File: config.mk
export PLATFORM = sky130hd
export DESIGN_NAME = seq_alu
export DESIGN_NICKNAME = d
export VERILOG_FILES = /design/src/rtl/seq_alu.sv
export SDC_FILE = /design/constraint.sdc
export NUM_CORES = 1
export LEC_CHECK = 0
export ABC_AREA = 1
export BUFFER_PORTS_ARGS = -buffer_cell sky130_fd_sc_hd__buf_4
export CAP_MARGIN = 20
export CORE_ASPECT_RATIO = 1.5
export CORE_UTILIZATION = 50
export CTS_BUF_LIST = sky130_fd_sc_hd__clkbuf_8 sky130_fd_sc_hd__clkbuf_16
export CTS_CLUSTER_SIZE = 16
export DETAILED_ROUTE_END_ITERATION = 12
export GPL_TIMING_DRIVEN = 0
export PLACE_DENSITY = 0.67
export SLEW_MARGIN = 20
export SYNTH_ARGS = -nofsm -noshare
export SYNTH_HDL_FRONTEND = slang
export SYNTH_SLANG_ARGS = --single-unit
File: constraint.sdc
create_clock -name clk -period 3.4 [get_ports clk]
set_input_delay 0.34 -clock clk [delete_from_list [all_inputs] [get_ports clk]]
set_output_delay 0.34 -clock clk [all_outputs]
set_load 0.03 [all_outputs]
File: src/rtl/seq_alu.sv
// seq_alu: registered ALU with 16 logic functions, single-cycle arithmetic
// and multi-cycle unsigned multiply/divide behind a start/busy/done handshake.
module seq_alu #(
   parameter int WIDTH = 16,
   parameter int CNT_W = $clog2(WIDTH) + 1
) (
   input  logic             clk,
   input  logic             rst_n,
   input  logic             start,
   input  logic             mode,
   input  logic [3:0]       select,
   input  logic             carry_in,
   input  logic [WIDTH-1:0] in_a,
   input  logic [WIDTH-1:0] in_b,
   output logic             busy,
   output logic             done,
   output logic [WIDTH-1:0] alu_out,
   output logic             carry_out,
   output logic             compare,
   output logic             zero
);

   typedef enum logic [1:0] {IDLE, MUL, DIV} state_t;

   state_t             state, state_nxt;
   logic [CNT_W-1:0]   cnt;
   // MUL: {high partial, low partial/multiplier}; DIV: {remainder, quotient/dividend}
   logic [2*WIDTH-1:0] acc;
   logic [WIDTH-1:0]   opnd;   // multiplicand (MUL) or divisor (DIV)
   logic               op_hi;  // select[0]: high half / remainder

   logic [WIDTH-1:0]   res_c;
   logic               cy_c;
   logic [WIDTH:0]     sum_c;
   logic [WIDTH:0]     msum, dshift, ddiff;
   logic [2*WIDTH-1:0] mul_nxt, div_nxt;
   logic [WIDTH-1:0]   mul_res, div_res;
   logic               is_multi, last;

   assign is_multi = ~mode & (select[3:2] == 2'b10);
   assign last     = (cnt == CNT_W'(WIDTH - 1));
   assign busy     = (state != IDLE);

   // Single-cycle result and carry for the logic and arithmetic functions
   always_comb begin
      res_c = '0;
      cy_c  = 1'b0;
      sum_c = '0;
      if (mode) begin
         case (select)
            4'h0: res_c = ~in_a;
            4'h1: res_c = ~(in_a | in_b);
            4'h2: res_c = ~in_a & in_b;
            4'h3: res_c = '0;
            4'h4: res_c = ~(in_a & in_b);
            4'h5: res_c = ~in_b;
            4'h6: res_c = in_a ^ in_b;
            4'h7: res_c = in_a & ~in_b;
            4'h8: res_c = ~in_a | in_b;
            4'h9: res_c = ~(in_a ^ in_b);
            4'hA: res_c = in_b;
            4'hB: res_c = in_a & in_b;
            4'hC: res_c = '1;
            4'hD: res_c = in_a | ~in_b;
            4'hE: res_c = in_a | in_b;
            default: res_c = in_a;
         endcase
      end else begin
         case (select)
            4'b0000: res_c = in_a;
            4'b0001: begin
               sum_c = {1'b0, in_a} + {1'b0, in_b} + {{WIDTH{1'b0}}, carry_in};
               {cy_c, res_c} = sum_c;
            end
            4'b0010: begin
               sum_c = {1'b0, in_a} + {1'b0, ~in_b} + {{WIDTH{1'b0}}, carry_in};
               {cy_c, res_c} = sum_c;
            end
            4'b0011: begin
               sum_c = {1'b0, in_a} + {{WIDTH{1'b0}}, 1'b1};
               {cy_c, res_c} = sum_c;
            end
            4'b0100: begin
               // A + all-ones: carry out is set exactly when A != 0
               sum_c = {1'b0, in_a} + {1'b0, {WIDTH{1'b1}}};
               {cy_c, res_c} = sum_c;
            end
            4'b0101: {cy_c, res_c} = {in_a, 1'b0};
            4'b0110: begin
               res_c = {1'b0, in_a[WIDTH-1:1]};
               cy_c  = in_a[0];
            end
            4'b0111: begin
               res_c = {in_a[WIDTH-1], in_a[WIDTH-1:1]};
               cy_c  = in_a[0];
            end
            default: ;
         endcase
      end
   end

   // One shift-add step and one restoring-divide step per cycle
   always_comb begin
      msum    = {1'b0, acc[2*WIDTH-1:WIDTH]} + (acc[0] ? {1'b0, opnd} : '0);
      mul_nxt = {msum, acc[WIDTH-1:1]};
      dshift  = {acc[2*WIDTH-1:WIDTH], acc[WIDTH-1]};
      ddiff   = dshift - {1'b0, opnd};
      if (ddiff[WIDTH])
         div_nxt = {dshift[WIDTH-1:0], acc[WIDTH-2:0], 1'b0};
      else
         div_nxt = {ddiff[WIDTH-1:0], acc[WIDTH-2:0], 1'b1};
      mul_res = op_hi ? mul_nxt[2*WIDTH-1:WIDTH] : mul_nxt[WIDTH-1:0];
      div_res = op_hi ? div_nxt[2*WIDTH-1:WIDTH] : div_nxt[WIDTH-1:0];
   end

   // State register
   always_ff @(posedge clk or negedge rst_n) begin
      if (!rst_n) state <= IDLE;
      else        state <= state_nxt;
   end

   // Next-state: enter MUL/DIV on an accepted multi-cycle start, leave after WIDTH steps
   always_comb begin
      state_nxt = state;
      case (state)
         IDLE:     if (start && is_multi) state_nxt = select[1] ? DIV : MUL;
         MUL, DIV: if (last) state_nxt = IDLE;
         default:  state_nxt = IDLE;
      endcase
   end

   // Datapath: operand capture, iteration and result/flag registers
   always_ff @(posedge clk or negedge rst_n) begin
      if (!rst_n) begin
         cnt       <= '0;
         acc       <= '0;
         opnd      <= '0;
         op_hi     <= 1'b0;
         done      <= 1'b0;
         alu_out   <= '0;
         carry_out <= 1'b0;
         compare   <= 1'b0;
         zero      <= 1'b0;
      end else begin
         done <= 1'b0;
         case (state)
            IDLE: if (start) begin
               compare <= (in_a == in_b);
               if (is_multi) begin
                  cnt   <= '0;
                  op_hi <= select[0];
                  acc   <= {{WIDTH{1'b0}}, select[1] ? in_a : in_b};
                  opnd  <= select[1] ? in_b : in_a;
               end else begin
                  alu_out   <= res_c;
                  carry_out <= cy_c;
                  zero      <= (res_c == '0);
                  done      <= 1'b1;
               end
            end
            MUL: begin
               acc <= mul_nxt;
               cnt <= cnt + 1'b1;
               if (last) begin
                  alu_out   <= mul_res;
                  carry_out <= |mul_nxt[2*WIDTH-1:WIDTH];
                  zero      <= (mul_res == '0);
                  done      <= 1'b1;
               end
            end
            DIV: begin
               acc <= div_nxt;
               cnt <= cnt + 1'b1;
               if (last) begin
                  alu_out   <= div_res;
                  carry_out <= (opnd == '0);
                  zero      <= (div_res == '0);
                  done      <= 1'b1;
               end
            end
            default: ;
         endcase
      end
   end

endmodule

==> results.cfg, run 1 <==
[outcome]
status = stopped before the end
lastStage = 5_1_grt
error = [ERROR GRT-0116] Global routing finished with congestion. Check the congestion regions in the DRC Viewer.

[grt]
grt_remaining_overflow = 6
grt_pass1_vias = 16467
groute.usage.overall_pct = 55.2
grt_max_degree = 77
grt_pass1_wl_um = 103000

[cts]
clock_sinks = 76
htree_levels = 3
cts_buffers = 9
cts_root_buf = clkbuf_16
cts_max_path_buffers = 2

[die]
io-pin-count = 62
die_w_um = 130
die_y_um = 194
initial_utilization_pct = 51.4
num_rows = 69

[logic_synthesis]
synthTopCellsByArea = nand2_1 18%, dfrtp_1 15%, ha_1 11%, nand3_1 9.1%, inv_1 8.8%
yosysTopAreaCellShare_pct = 18.2
synth-seq-area-share_pct = 15.5
synth_nets = 2325
ys_ff_latch = 76
netlist_area_um2 = 12300
yosys_warnings = 0
yosysTopAreaCell = nand2_1
synth_cell_types = 43
syn_avg_cell_area_um2 = 5.67
synth_cells = 2168

[placed_design]
port_buffers = 61
hpwl_um = 49000
gp_routability_congestion = 1.06
==> through the flow <==
| stage | cells | cell area [um^2] | hold slack, ps | setup WS (ps) |
|---|---|---|---|---|
| 3_5_place_dp | 2548 | 13200 | 468 | -420 |
| 2_1_floorplan | 2168 | 12300 | 44.4 | 468 |
| 3_3_place_gp | 2548 | 13200 | 470 | -428 |
| 4_1_cts | 2566 | 13500 | 197 | 15.6 |
==> layer usage <==
layer  track usage, %  GRT overflow
met5             3.65             0
met4             57.0             2
met3             23.0             0
met2             80.7             4
met1             56.6             0
==> cell families after synthesis <==
group / after synthesis / synth area share [%]
fa+ha+maj: 116 / 12.2
compound gates: 453 / 21.1
simple gates: 1110 / 37.5
buf+inv: 396 / 12.5
xor+xnor: 17 / 1.21
flops: 76 / 15.5
==> Yosys cell counts, drive strengths merged <==
master,instances
o2111ai,1
nand2,600
o2bb2ai,1
or2,5
o22ai,46
dfrtp,76
nand3b,5
nor3,25
o21ai,199
a21o,2
clkbuf,64
xnor2,5
a32o,4
o21bai,5
o211ai,39
nand3,225
inv,291
and2,2
nor2,218
a211oi,7
o221ai,19
nor4,5
nand4,25
a221oi,5
a21oi,115
xor2,12
a31o,2
clkinv,4
buf,37
a21boi,1
a31oi,5
ha,110
o31ai,2
fa,6
==> repair_timing <==
item,4_1_cts
setup endpoints to repair,10
pin swaps,0
gates resized for setup,5
buffers inserted,3
cloned,0
hold buffers,0
==> run 2, diff against run 1 <==
==> config.mk (replaced) <==
export PLATFORM = sky130hd
export DESIGN_NAME = seq_alu
export DESIGN_NICKNAME = d
export VERILOG_FILES = /design/src/rtl/seq_alu.sv
export SDC_FILE = /design/constraint.sdc
export NUM_CORES = 1
export LEC_CHECK = 0
export ABC_AREA = 1
export BUFFER_PORTS_ARGS = -buffer_cell sky130_fd_sc_hd__buf_4
export CAP_MARGIN = 20
export CORE_UTILIZATION = 35
export DETAILED_ROUTE_END_ITERATION = 12
export GPL_TIMING_DRIVEN = 0
export PLACE_DENSITY_LB_ADDON = 0.15
export SLEW_MARGIN = 20
export SYNTH_ARGS = -nofsm -noshare
export SYNTH_HDL_FRONTEND = slang
export SYNTH_SLANG_ARGS = --single-unit
==> run 2 against run 1 <==
Against the previous run: the run now ends clean; synthesized cell count unchanged; synthesized area unchanged.
==> results.cfg, run 2 <==
[outcome]
status = complete, no violations

[finish]
largest_reg_flops = 32
n_fill_cell = 3943
drive_gt1_share_pct = 6.77
nNetsFinal = 2397
area_growth_pct = 11.8
top_regs = acc (32), alu_out (16), opnd (16)
final_common_cell = nand2_1
largest_register = acc
final_cell_mix = 594 x nand2_1, 285 x inv_1, 221 x nand3_1, 214 x nor2_1, 198 x o21ai_0
antenna-diode-count = 0

[cts]
cts_buffers = 9
cts_max_path_buffers = 2
clock_sinks = 76
htree_levels = 3
path_clk_slew_ps = 60
postCtsHoldBufs = 0
clk_latency_ps = 350
cts_root_buf = clkbuf_16
cts_tree = built

[sta]
fin_ws_ps = 246
setup_viol = 0
slew_violations = 0
skew_ps = 9.25
hold_viol_final = 0
period_needed_ps = 3150
slew_headroom_pct = 38.3
worst_slew_pin_slew_ps = 922
max_freq_mhz = 317
post-route-period-util_pct = 92.8

[logic_synthesis]
syn_avg_cell_area_um2 = 5.67
netlist_area_um2 = 12300
synth-seq-area-share_pct = 15.5
yosys_warnings = 0
ys_ff_latch = 76
synth-edff-count = 0
yosysTopAreaCell = nand2_1
synth_cell_types = 43
synth_nets = 2325
synth_ff_type = dfrtp_1
yosysTopAreaCellShare_pct = 18.2
synth_cells = 2168
synthArstFlopShare_pct = 100
synthMostInstantiatedCell = nand2_1
synthTopCellsByCount = 596 x nand2_1, 288 x inv_1, 224 x nand3_1
synthTopCellsByArea = nand2_1 18%, dfrtp_1 15%, ha_1 11%, nand3_1 9.1%, inv_1 8.8%

[run]
maxCapViolCount = 0

[pwr]
power.density_nw_per_um2 = 691
total_power_mw = 9.51
ir_drop_v = 0.000339
p_leak_nw = 6.94

[setup_path]
crit_path_max_fanout = 10
critical_path_class = primary input to register
r2r_end = zero
max_stage_delay_ps = 510
end_kind = register
reg2reg_depth = 22
worst-r2r-setup-slack_ps = 250
required_ps = 3680
rr_startpoint = acc[15]
start_kind = primary input
endpoint = zero
critical_path_buf_inv_count = 4
startpoint = in_a[4]
critPathSlowestCell = a21oi_1
critical_path_depth = 17
crit_family = compound AO/OA/AOI/OAI gates
cp_data_arrival_time_ps = 3430
path_cells = buf_4 -> buf_4 -> inv_1 -> ha_1 -> clkbuf_1 -> nand2_1 -> nor2_1 -> nand2_1 -> nand3_1 -> a21oi_1 -> o21ai_0 -> o211ai_1 -> a21oi_1 -> nand3_1 -> nor2_1 -> nor2_1 -> a21oi_1

[drt]
routedWlPerCell_um = 22.3
route.detailed.drc = 0
ant_nets = 0
vias = 15576
drt-pass1-iter-count = 6
drt_iter0_markers = 1657
viasPerCell = 5.77
routed_wirelength_um = 60200

[placed_design]
gp_routability_congestion = 1.01
hpwl_um = 48900
post-place-ws_ps = -409
port_buffers = 61

[die]
die_y_um = 189
die_area_um2 = 35900
core_um2 = 34500
initial_utilization_pct = 35.6
die_w_um = 189
num_rows = 68
io-pin-count = 62

[grt]
grt_max_degree = 77
antenna_found_initial = 0
groute.usage.overall_pct = 33.3
grt_pass1_wl_um = 89900
grt_pass1_vias = 14645
grt_remaining_overflow = 0

[hold_path]
hold_path_class = primary input to async pin
[run 2: routing by layer]
metal | global-route usage [%] | part of all wire (%)
met5 | 0 | 0
met4 | 18.9 | 5.7
met3 | 3.71 | 7.7
met2 | 55.3 | 46
met1 | 41.9 | 41
[run 2: repair_timing]
item                       CTS  global route
resized for setup            6            24
setup endpoints to repair    9            10
setup buffers                3             4
cloned                       0             0
pin swaps                    0             2
[run 2: area by class of cell]
type	count	area, um^2	area share [%]
Clock buffer	11	253	1.84
Inverter	295	1110	8.10
Tap cell	455	569	4.14
Multi-Input combinational cell	1696	8920	64.9
Timing Repair Buffer	68	514	3.74
Sequential cell	76	1900	13.8
Buffer	94	425	3.09
Clock inverter	5	50.0	0.364
[run 2: cell families after synthesis]
group	after synthesis	share of synthesized area [%]
AND/OR/NAND/NOR	1110	37.5
adder cells (fa/ha/maj)	116	12.2
buffers and inverters	396	12.5
XOR/XNOR	17	1.21
AO/OA/AOI/OAI	453	21.1
flip-flops	76	15.5
[run 2: power breakdown]
part           internal, mW  switching (mW)
combinational          2.04            4.78
clock                 0.603           0.393
sequential             1.31           0.385
total                  3.95            5.56
[run 2: how the worst min path moves through the flow]
stage | end | cells after the start
global route | acc[31] | 1
CTS | acc[20] | 1
detailed placement | alu_out[14] | 2
global placement | alu_out[9] | 2
finish | acc[31] | 1
floorplan | acc[0] | 0
[run 2: metrics by stage]
step / hold WS, ps / utilization, % / instances / TNS [ps] / instance area [um^2]
finish: 29.8 / 39.8 / 2700 / 0 / 13700
CTS: 215 / 39.6 / 2702 / 0 / 13700
global placement: 471 / 38.6 / 2684 / -2550 / 13300
floorplan: 44.4 / - / 2168 / 0 / 12300
global route: 102 / 39.8 / 2700 / -3.62 / 13700
detailed placement: 474 / 38.6 / 2684 / -2430 / 13300
Power figures use the tool's default switching activity.
